### src/rtl/pixel_io_ctrl.sv
// Pixel stream endpoint: receives one frame into the frame buffer, starts the
// filter core, then streams the filtered frame back out at one pixel per clock.
module pixel_io_ctrl #(
  parameter int PIXEL_NUM = 16384,
  parameter int ADDR_W    = 14,
  parameter int DATA_W    = 24
) (
  input  logic              clk,
  input  logic              xrst,
  output logic              rcv_req,
  input  logic              rcv_ack,
  input  logic [DATA_W-1:0] pixel_in,
  input  logic              snd_req,
  output logic              snd_ack,
  output logic [DATA_W-1:0] pixel_out,
  output logic              mem_we,
  output logic [ADDR_W-1:0] mem_addr,
  output logic [DATA_W-1:0] mem_wdata,
  input  logic [DATA_W-1:0] mem_rdata,
  output logic              proc_start,
  input  logic              proc_done
);

  typedef enum logic [2:0] {
    IDLE,
    RECV,
    PROC,
    WAIT_SND,
    PREFETCH,
    SEND
  } state_e;

  localparam logic [ADDR_W-1:0] LAST_ADDR = ADDR_W'(PIXEL_NUM - 1);
  localparam logic [ADDR_W-1:0] ONE       = ADDR_W'(1);

  state_e            state_q;
  logic [ADDR_W-1:0] wcnt_q;
  logic [ADDR_W-1:0] rcnt_q;
  logic              last_q;
  logic              rcv_req_q;
  logic              snd_ack_q;
  logic              proc_start_q;

  // NOTE: all state updates are non-blocking so every register sees pre-edge values.
  always_ff @(posedge clk or negedge xrst) begin
    if (!xrst) begin
      state_q      <= IDLE;
      wcnt_q       <= '0;
      rcnt_q       <= '0;
      last_q       <= 1'b0;
      rcv_req_q    <= 1'b0;
      snd_ack_q    <= 1'b0;
      proc_start_q <= 1'b0;
    end else begin
      snd_ack_q    <= 1'b0;
      proc_start_q <= 1'b0;
      case (state_q)
        IDLE: begin
          state_q   <= RECV;
          rcv_req_q <= 1'b1;
        end
        RECV: begin
          if (rcv_ack) begin
            if (wcnt_q == LAST_ADDR) begin
              wcnt_q       <= '0;
              state_q      <= PROC;
              rcv_req_q    <= 1'b0;
              proc_start_q <= 1'b1;
            end else begin
              wcnt_q <= wcnt_q + ONE;
            end
          end
        end
        PROC: begin
          if (proc_done) state_q <= WAIT_SND;
        end
        WAIT_SND: begin
          if (snd_req) state_q <= PREFETCH;
        end
        PREFETCH: begin
          state_q   <= SEND;
          snd_ack_q <= 1'b1;
          rcnt_q    <= (LAST_ADDR == '0) ? '0 : ONE;
          last_q    <= (LAST_ADDR == '0);
        end
        SEND: begin
          // The final pixel re-presents the last address so no read runs past the frame.
          if (last_q) begin
            state_q   <= RECV;
            rcv_req_q <= 1'b1;
            rcnt_q    <= '0;
            last_q    <= 1'b0;
          end else if (rcnt_q == LAST_ADDR) begin
            last_q <= 1'b1;
          end else begin
            rcnt_q <= rcnt_q + ONE;
          end
        end
        default: state_q <= IDLE;
      endcase
    end
  end

  assign rcv_req    = rcv_req_q;
  assign snd_ack    = snd_ack_q;
  assign proc_start = proc_start_q;

  // Write strobe, address and data follow rcv_ack within the same cycle.
  assign mem_we    = (state_q == RECV) && rcv_ack;
  assign mem_wdata = pixel_in;
  assign mem_addr  = (state_q == SEND) ? rcnt_q : wcnt_q;
  assign pixel_out = (state_q == SEND) ? mem_rdata : '0;

endmodule

### config.mk
export PLATFORM = sky130hd
export DESIGN_NAME = pixel_io_ctrl
export DESIGN_NICKNAME = d
export VERILOG_FILES = /design/src/rtl/pixel_io_ctrl.sv
export SDC_FILE = /design/constraint.sdc
export NUM_CORES = 1
export LEC_CHECK = 0
export CAP_MARGIN = 5
export CORE_MARGIN = 1.5
export CORE_UTILIZATION = 45
export DETAILED_ROUTE_END_ITERATION = 16
export PLACE_DENSITY = 0.87
export SKIP_LAST_GASP = 1
export SLEW_MARGIN = 10
export SYNTH_ARGS = -nofsm -noshare
export SYNTH_HDL_FRONTEND = slang
export SYNTH_SLANG_ARGS = --single-unit
### constraint.sdc
create_clock -name clk -period 3.55 [get_ports clk]
set_clock_uncertainty 0.2 [all_clocks]
set_input_delay 0.355 -clock clk [delete_from_list [all_inputs] [get_ports clk]]
set_output_delay 0.355 -clock clk [all_outputs]
set_load 0.02 [all_outputs]
==> impl_metrics.csv, run 1 <==
group,metric,value,unit
pwr,combPwrFrac,21.8,%
clock_network,ctsHoldBuffers,0,
synth,synthTopCellsByArea,"dfrtp_1 35%, buf_4 7.5%, and2_1 6.5%, mux2_2 5.4%, o31ai_1 3.6%",
timing,tns,0,ns
synth,syn-instance-count,272,
critical_path,crit_fanout,43,
synth,ys_seq_area_share,34.9,%
finish,fin_area,3130,um^2
clock_network,clk_latency,0.29,ns
clock_network,root_buffer,"clkbuf_8",
synth,ys.warnings.count,0,
floorplan,die-width,77.7,um
timing,whs,0.280,ns
timing,fin_ws,0.541,ns
critical_path,crit_type,"register to output port",
place,placed_cells,376,
timing,worst_pin_slew,0.943,ns
finish,fill_cells,474,
timing,fin_crit_sh,84.8,%
critical_path,worstPathArrival,2.45,ns
clock_network,cts_tree,"yes",
routing,vias,2175,
finish,synthToLayoutAreaGrowth,24.6,%
clock_network,cts_max_level,2,
synth,postSynthRegisterBits,35,
routing,antenna_left,0,
finish,fin_cells,384,
routing,drtIter0Drc,281,
critical_path,startpoint_type,"register",
pwr,powerDensity,323,nW/um^2
synth,synth_cell_types,53,
hold_path,hold_class,"input pin to async pin",
timing,fin_crit,3.01,ns
clock_network,cts_setup_buffers,0,
place,placed_area,3030,um^2
critical_path,worstPathRequired,2.99,ns
clock_network,post_cts_resized,0,
clock_network,numCtsBuffers,5,
finish,drive_gt1_share,11.9,%
floorplan,pin_count,119,
critical_path,slowest_stage,"dfrtp_1",
timing,hold_viol_final,0,
floorplan,start_util,46.2,%
synth,async_flop_share,100,%
timing,rsz0062_at_grt,"no",
synth,synth_top_cell_area_share,34.9,%
pwr,p_switching,288,uW
floorplan,die_area,6040,um^2
status,outcome,"completed",
timing,maxSlewHeadroom,36.6,%
synth,synthesis.nets,327,
floorplan,die_h,77.7,um
pwr,sw_frac_of_total,28.5,%
critical_path,slowest_delay,0.64,ns
timing,fmax,332,MHz
synth,synth-edff-count,0,
critical_path,end_kind,"output port",
synth,ys.flop_type,"dfrtp_1",
pwr,clock_power_share,31.7,%
timing,drv_slew,0,
grt,gr-total-overflow,0,
pwr,p_leak,1.28,nW
routing,via_per_inst,5.66,
timing,final-setup-viol-count,0,
pwr,p_int,724,uW
finish,nets,366,
synth,synth_common_cells,"35 x dfrtp_1, 26 x and2_1, 25 x buf_4, 15 x o21ai_0, 14 x nand2_1",
finish,utilization,57.5,%
synth,synth_area,2510,um^2
routing,drtPass1Iterations,4,
grt,grt_start_max_net_pins,44,
grt,grt_usage,21.4,%
place,pre_cts_ws,0.879,ns
pwr,irDropWorstVdd,0.180,mV
critical_path,crit_chain,"and3b_1 -> buf_4 -> mux2_2 -> clkdlybuf4s50_1",
floorplan,num_rows,27,
grt,grt_pass1_wl,10300,um
place,gp_congestion,0.896,
floorplan,core_area,5440,um^2
place,dp_hpwl,4620,um
routing,wl_per_cell,16.3,um
pwr,power_frac_seq,46.5,%
pwr,p_total,1.01,mW
synth,yosysMostFrequentCell,"dfrtp_1",
finish,antenna_cells,0,
place,port_buffers,70,
clock_network,ctsLongestPathBuffers,2,
grt,antenna_found_initial,0,
routing,routed_wl,6280,um
grt,grt_pass1_vias,2098,
synth,yosysTopAreaCell,"dfrtp_1",
synth,syn_avg_cell_area,9.23,um^2
clock_network,clk_pin_slew,0.07,ns
run,drv_cap,0,
clock_network,clock_sinks,35,
routing,drc,0,
[layout make-up]
class	instances	area [um^2]	area share [%]
Multi-Input combinational cell	184	1300	41.5
Sequential cell	35	876	28.0
Timing Repair Buffer	72	716	22.9
Clock buffer	8	100	3.20
Tap cell	72	90.1	2.88
Inverter	13	48.8	1.56
[layout by cell type (no fill, tap or decap), drive strengths merged, types with 2 or more instances in the layout]
cell	synthesis	final
clkdlybuf4s50	0	70
dfrtp	35	35
and2	27	27
o21ai	16	16
nand2	15	15
inv	13	13
mux2	13	13
o31ai	12	12
nor2	12	12
nand4	11	11
nand3	8	8
xnor2	8	8
clkbuf	5	8
a21oi	7	7
nor3	7	7
nor4	7	7
and3	6	6
or4	3	3
a211oi	3	3
a31oi	3	3
a21o	2	2
nand4b	2	2
nand2b	2	2
a41o	2	2
ha	2	2
buf	35	2
nand4bb	2	2
or3	2	2
[power groups by stage]
stage / combinational [mW] / sequential [mW] / clock [mW]
2_1_floorplan: 0.165 / 0.458 / 0
3_3_place_gp: 0.214 / 0.477 / 0
3_5_place_dp: 0.223 / 0.476 / 0
4_1_cts: 0.225 / 0.469 / 0.331
5_1_grt: 0.240 / 0.473 / 0.348
6_report: 0.221 / 0.471 / 0.321
[final timing paths]
path	from	endpoint	slack [ns]	depth (start not counted)
setup reg to reg	rcnt_q[0]$_DFFE_PN0P_	rcnt_q[2]$_DFFE_PN0P_	1.04	5
hold reg to reg	wcnt_q[11]$_DFFE_PN0P_	wcnt_q[11]$_DFFE_PN0P_	0.32	1
setup / recovery	state_q[0]$_DFFE_PN0P_	mem_addr[6]	0.54	4
hold / removal	xrst	snd_ack$_DFF_PN0_	0.28	2
min in group clk	wcnt_q[11]$_DFFE_PN0P_	wcnt_q[11]$_DFFE_PN0P_	0.32	1
max in group asynchronous	xrst	proc_start$_DFF_PN0_	2.55	2
[critical path: cells and delay by family, from the launching register on]
family	cells	cell delay, ns
flops	1	0.64
simple gates	1	0.23
mux	1	0.39
buf+inv	2	0.90
[state kept, by name (all words and copies together) (netlist names)]
| name | count |
|---|---|
| proc_start | 1 |
| last_q | 1 |
| wcnt_q | 14 |
| rcv_req | 1 |
| snd_ack | 1 |
| rcnt_q | 14 |
| state_q | 3 |
[logic make-up (layout without fill, tap and decap cells)]
kind of cell / count (synthesis) / count (layout) / synth area share (%)
fa+ha+maj: 2 / 2 / 0.996
simple gates: 107 / 107 / 27.6
flops: 35 / 35 / 34.9
xor+xnor: 9 / 9 / 3.14
buf+inv: 53 / 93 / 13.4
mux: 14 / 14 / 6.38
compound gates: 52 / 52 / 13.6
[metal layers]
metal	wire [um]	GRT usage, %
met1	2710	27.1
met2	2940	35.0
met3	515	5.88
met4	109	7.45
met5	0	0
No activity file was read; power rests on OpenSTA's default activity.
==> run 2, diff against run 1 <==
--- a/config.mk
+++ b/config.mk
@@ -7,9 +7,9 @@
 export LEC_CHECK = 0
 export CAP_MARGIN = 5
 export CORE_MARGIN = 1.5
-export CORE_UTILIZATION = 45
+export CORE_UTILIZATION = 38
 export DETAILED_ROUTE_END_ITERATION = 16
-export PLACE_DENSITY = 0.87
+export PLACE_DENSITY = 0.78
 export SKIP_LAST_GASP = 1
 export SLEW_MARGIN = 10
 export SYNTH_ARGS = -nofsm -noshare
==> constraint.sdc (replaced) <==
create_clock -name clk -period 2.45 [get_ports clk]
set_clock_uncertainty 0.2 [all_clocks]
set_input_delay 0.245 -clock clk [delete_from_list [all_inputs] [get_ports clk]]
set_output_delay 0.245 -clock clk [all_outputs]
set_load 0.02 [all_outputs]
==> run 2 against run 1 <==
Clock-buffer cell count down 1. Worst setup slack got worse by 0.43 ns. Critical path type unchanged. Global-route usage shrank 3.5 points. Largest power group unchanged. Combinational power is 31% higher. Clock power up 46%.
==> impl_metrics.csv, run 2 (same netlist as run 1, synthesis figures left out) <==
group,metric,value,unit
timing,worst_pin_slew,0.536,ns
finish,antenna_cells,0,
clock_network,cts_tree,"yes",
timing,final-setup-viol-count,0,
floorplan,start_util,39.5,%
clock_network,cts_max_level,2,
routing,vias,2196,
critical_path,r2r-start,"wcnt_q[0]$_DFFE_PN0P_",
timing,drv_slew,0,
timing,fin_crit_sh,95.6,%
timing,maxSlewHeadroom,64.0,%
place,dp_hpwl,4630,um
routing,antenna_left,0,
timing,tns,0,ns
critical_path,end_kind,"output port",
routing,routed_wl,6190,um
routing,via_per_inst,5.55,
finish,reg_top3,"rcnt_q: 14 flops, wcnt_q: 14 flops, state_q: 3 flops",
finish,layout_commonest_cell,"dfrtp_1",
floorplan,pin_count,119,
timing,hold_viol_final,0,
finish,drive_gt1_share,14.4,%
routing,drtIter0Drc,134,
timing,fin_crit,2.34,ns
critical_path,startpoint_type,"register",
floorplan,num_rows,29,
status,outcome,"completed",
clock_network,ctsHoldBuffers,0,
finish,utilization,50.1,%
clock_network,clk_pin_slew,0.07,ns
routing,wl_per_cell,15.6,um
grt,grt_pass1_wl,10300,um
clock_network,clock_sinks,35,
timing,fmax,427,MHz
critical_path,worstPathArrival,1.90,ns
critical_path,reg2reg_setup_slack,0.33,ns
critical_path,r2r-end,"wcnt_q[5]$_DFFE_PN0P_",
floorplan,core_area,6350,um^2
clock_network,clk_latency,0.29,ns
finish,synthToLayoutAreaGrowth,26.7,%
critical_path,crit_fanout,37,
place,gp_congestion,0.906,
routing,drtPass1Iterations,4,
grt,grt_usage,17.9,%
critical_path,worstPathRequired,2.01,ns
critical_path,reg2reg_depth,5,
floorplan,die_h,84.3,um
pwr,powerDensity,453,nW/um^2
critical_path,startpoint,"state_q[1]$_DFFE_PN0P_",
routing,drc,0,
grt,antenna_found_initial,0,
timing,rsz0062_at_grt,"no",
critical_path,crit_type,"register to output port",
run,drv_cap,0,
grt,gr-total-overflow,0,
finish,layout_common_cells,"35 x dfrtp_1, 32 x clkdlybuf4s50_1, 32 x dlygate4sd2_1",
floorplan,die_area,7100,um^2
place,port_buffers,70,
pwr,p_leak,1.56,nW
clock_network,numCtsBuffers,5,
grt,grt_start_max_net_pins,38,
floorplan,die-width,84.3,um
finish,fill_cells,630,
critical_path,endpoint,"mem_addr[11]",
hold_path,hold_class,"input pin to async pin",
pwr,p_total,1.44,mW
pwr,irDropWorstVdd,0.421,mV
finish,nets,373,
clock_network,ctsLongestPathBuffers,2,
clock_network,cts_setup_buffers,0,
clock_network,root_buffer,"clkbuf_8",
grt,grt_pass1_vias,2080,
run 2: changes by cell type in the layout (fill, tap and decap cells not counted):
cell,delta
buf_4,+6
clkinvlp_4,+1
dlygate4sd2_1,+32
and3b_2,+1
buf_12,+1
clkbuf_1,-1
clkdlybuf4s50_1,-38
dlymetal6s2s_1,+6
and3b_1,-1
run 2: worst max-delay path, stage by stage (launching register included):
cell           delay [ns]
dfrtp_1              0.45
and3b_2              0.30
buf_12               0.18
mux2_2               0.35
dlygate4sd2_1        0.32
run 2: how the worst min path moves through the flow:
| stage | endpoint | slack, ns | cells past startpoint |
|---|---|---|---|
| after global placement | mem_wdata[18] | 0.29 | 0 |
| after CTS | rcnt_q[7]$_DFFE_PN0P_ | 0.18 | 2 |
| after global routing | rcnt_q[2]$_DFFE_PN0P_ | 0.21 | 2 |
| after floorplan | last_q$_DFFE_PN0P_ | -0.25 | 0 |
| final | rcnt_q[2]$_DFFE_PN0P_ | 0.17 | 2 |
| after detailed placement | mem_wdata[18] | 0.29 | 0 |
run 2: metrics by stage:
stage	std cells	cell area, um^2	setup slack, ns	hold slack [ns]
after global placement	388	3100	0.237	0.290
after CTS	396	3160	0.00301	0.182
after floorplan	272	2510	0.557	-0.251
after detailed placement	388	3100	0.180	0.290
final	396	3180	0.107	0.171
after global routing	396	3180	0.0385	0.213
run 2: final cells by class:
type,instances,area (um^2),share of cell area (%)
clock buffers,7,96.3,3.03
clock inverters,1,7.51,0.236
inverters,13,48.8,1.53
multi-input cells,184,1300,40.9
flip-flops and latches,35,876,27.5
well taps,77,96.3,3.03
repair buffers,79,756,23.8
run 2: power by group:
part / total (mW) / switching [mW] / leakage [nW] / internal [mW]
combinational: 0.290 / 0.141 / 1.05 / 0.148
sequential: 0.681 / 0.0641 / 0.458 / 0.617
clock: 0.469 / 0.213 / 0.0505 / 0.256
run 2: layer usage:
layer / track usage, % / part of all wire [%]
met3: 3.93 / 8.5
met5: 0 / 0
met1: 24.0 / 43
met2: 28.8 / 48
met4: 5.81 / 0.74
run 2: repair_timing:
item | CTS | global route
pin swaps | 0 | 0
setup endpoints to repair | 32 | 6
hold endpoints to repair | 0 | 0
gates resized for setup | 32 | 7
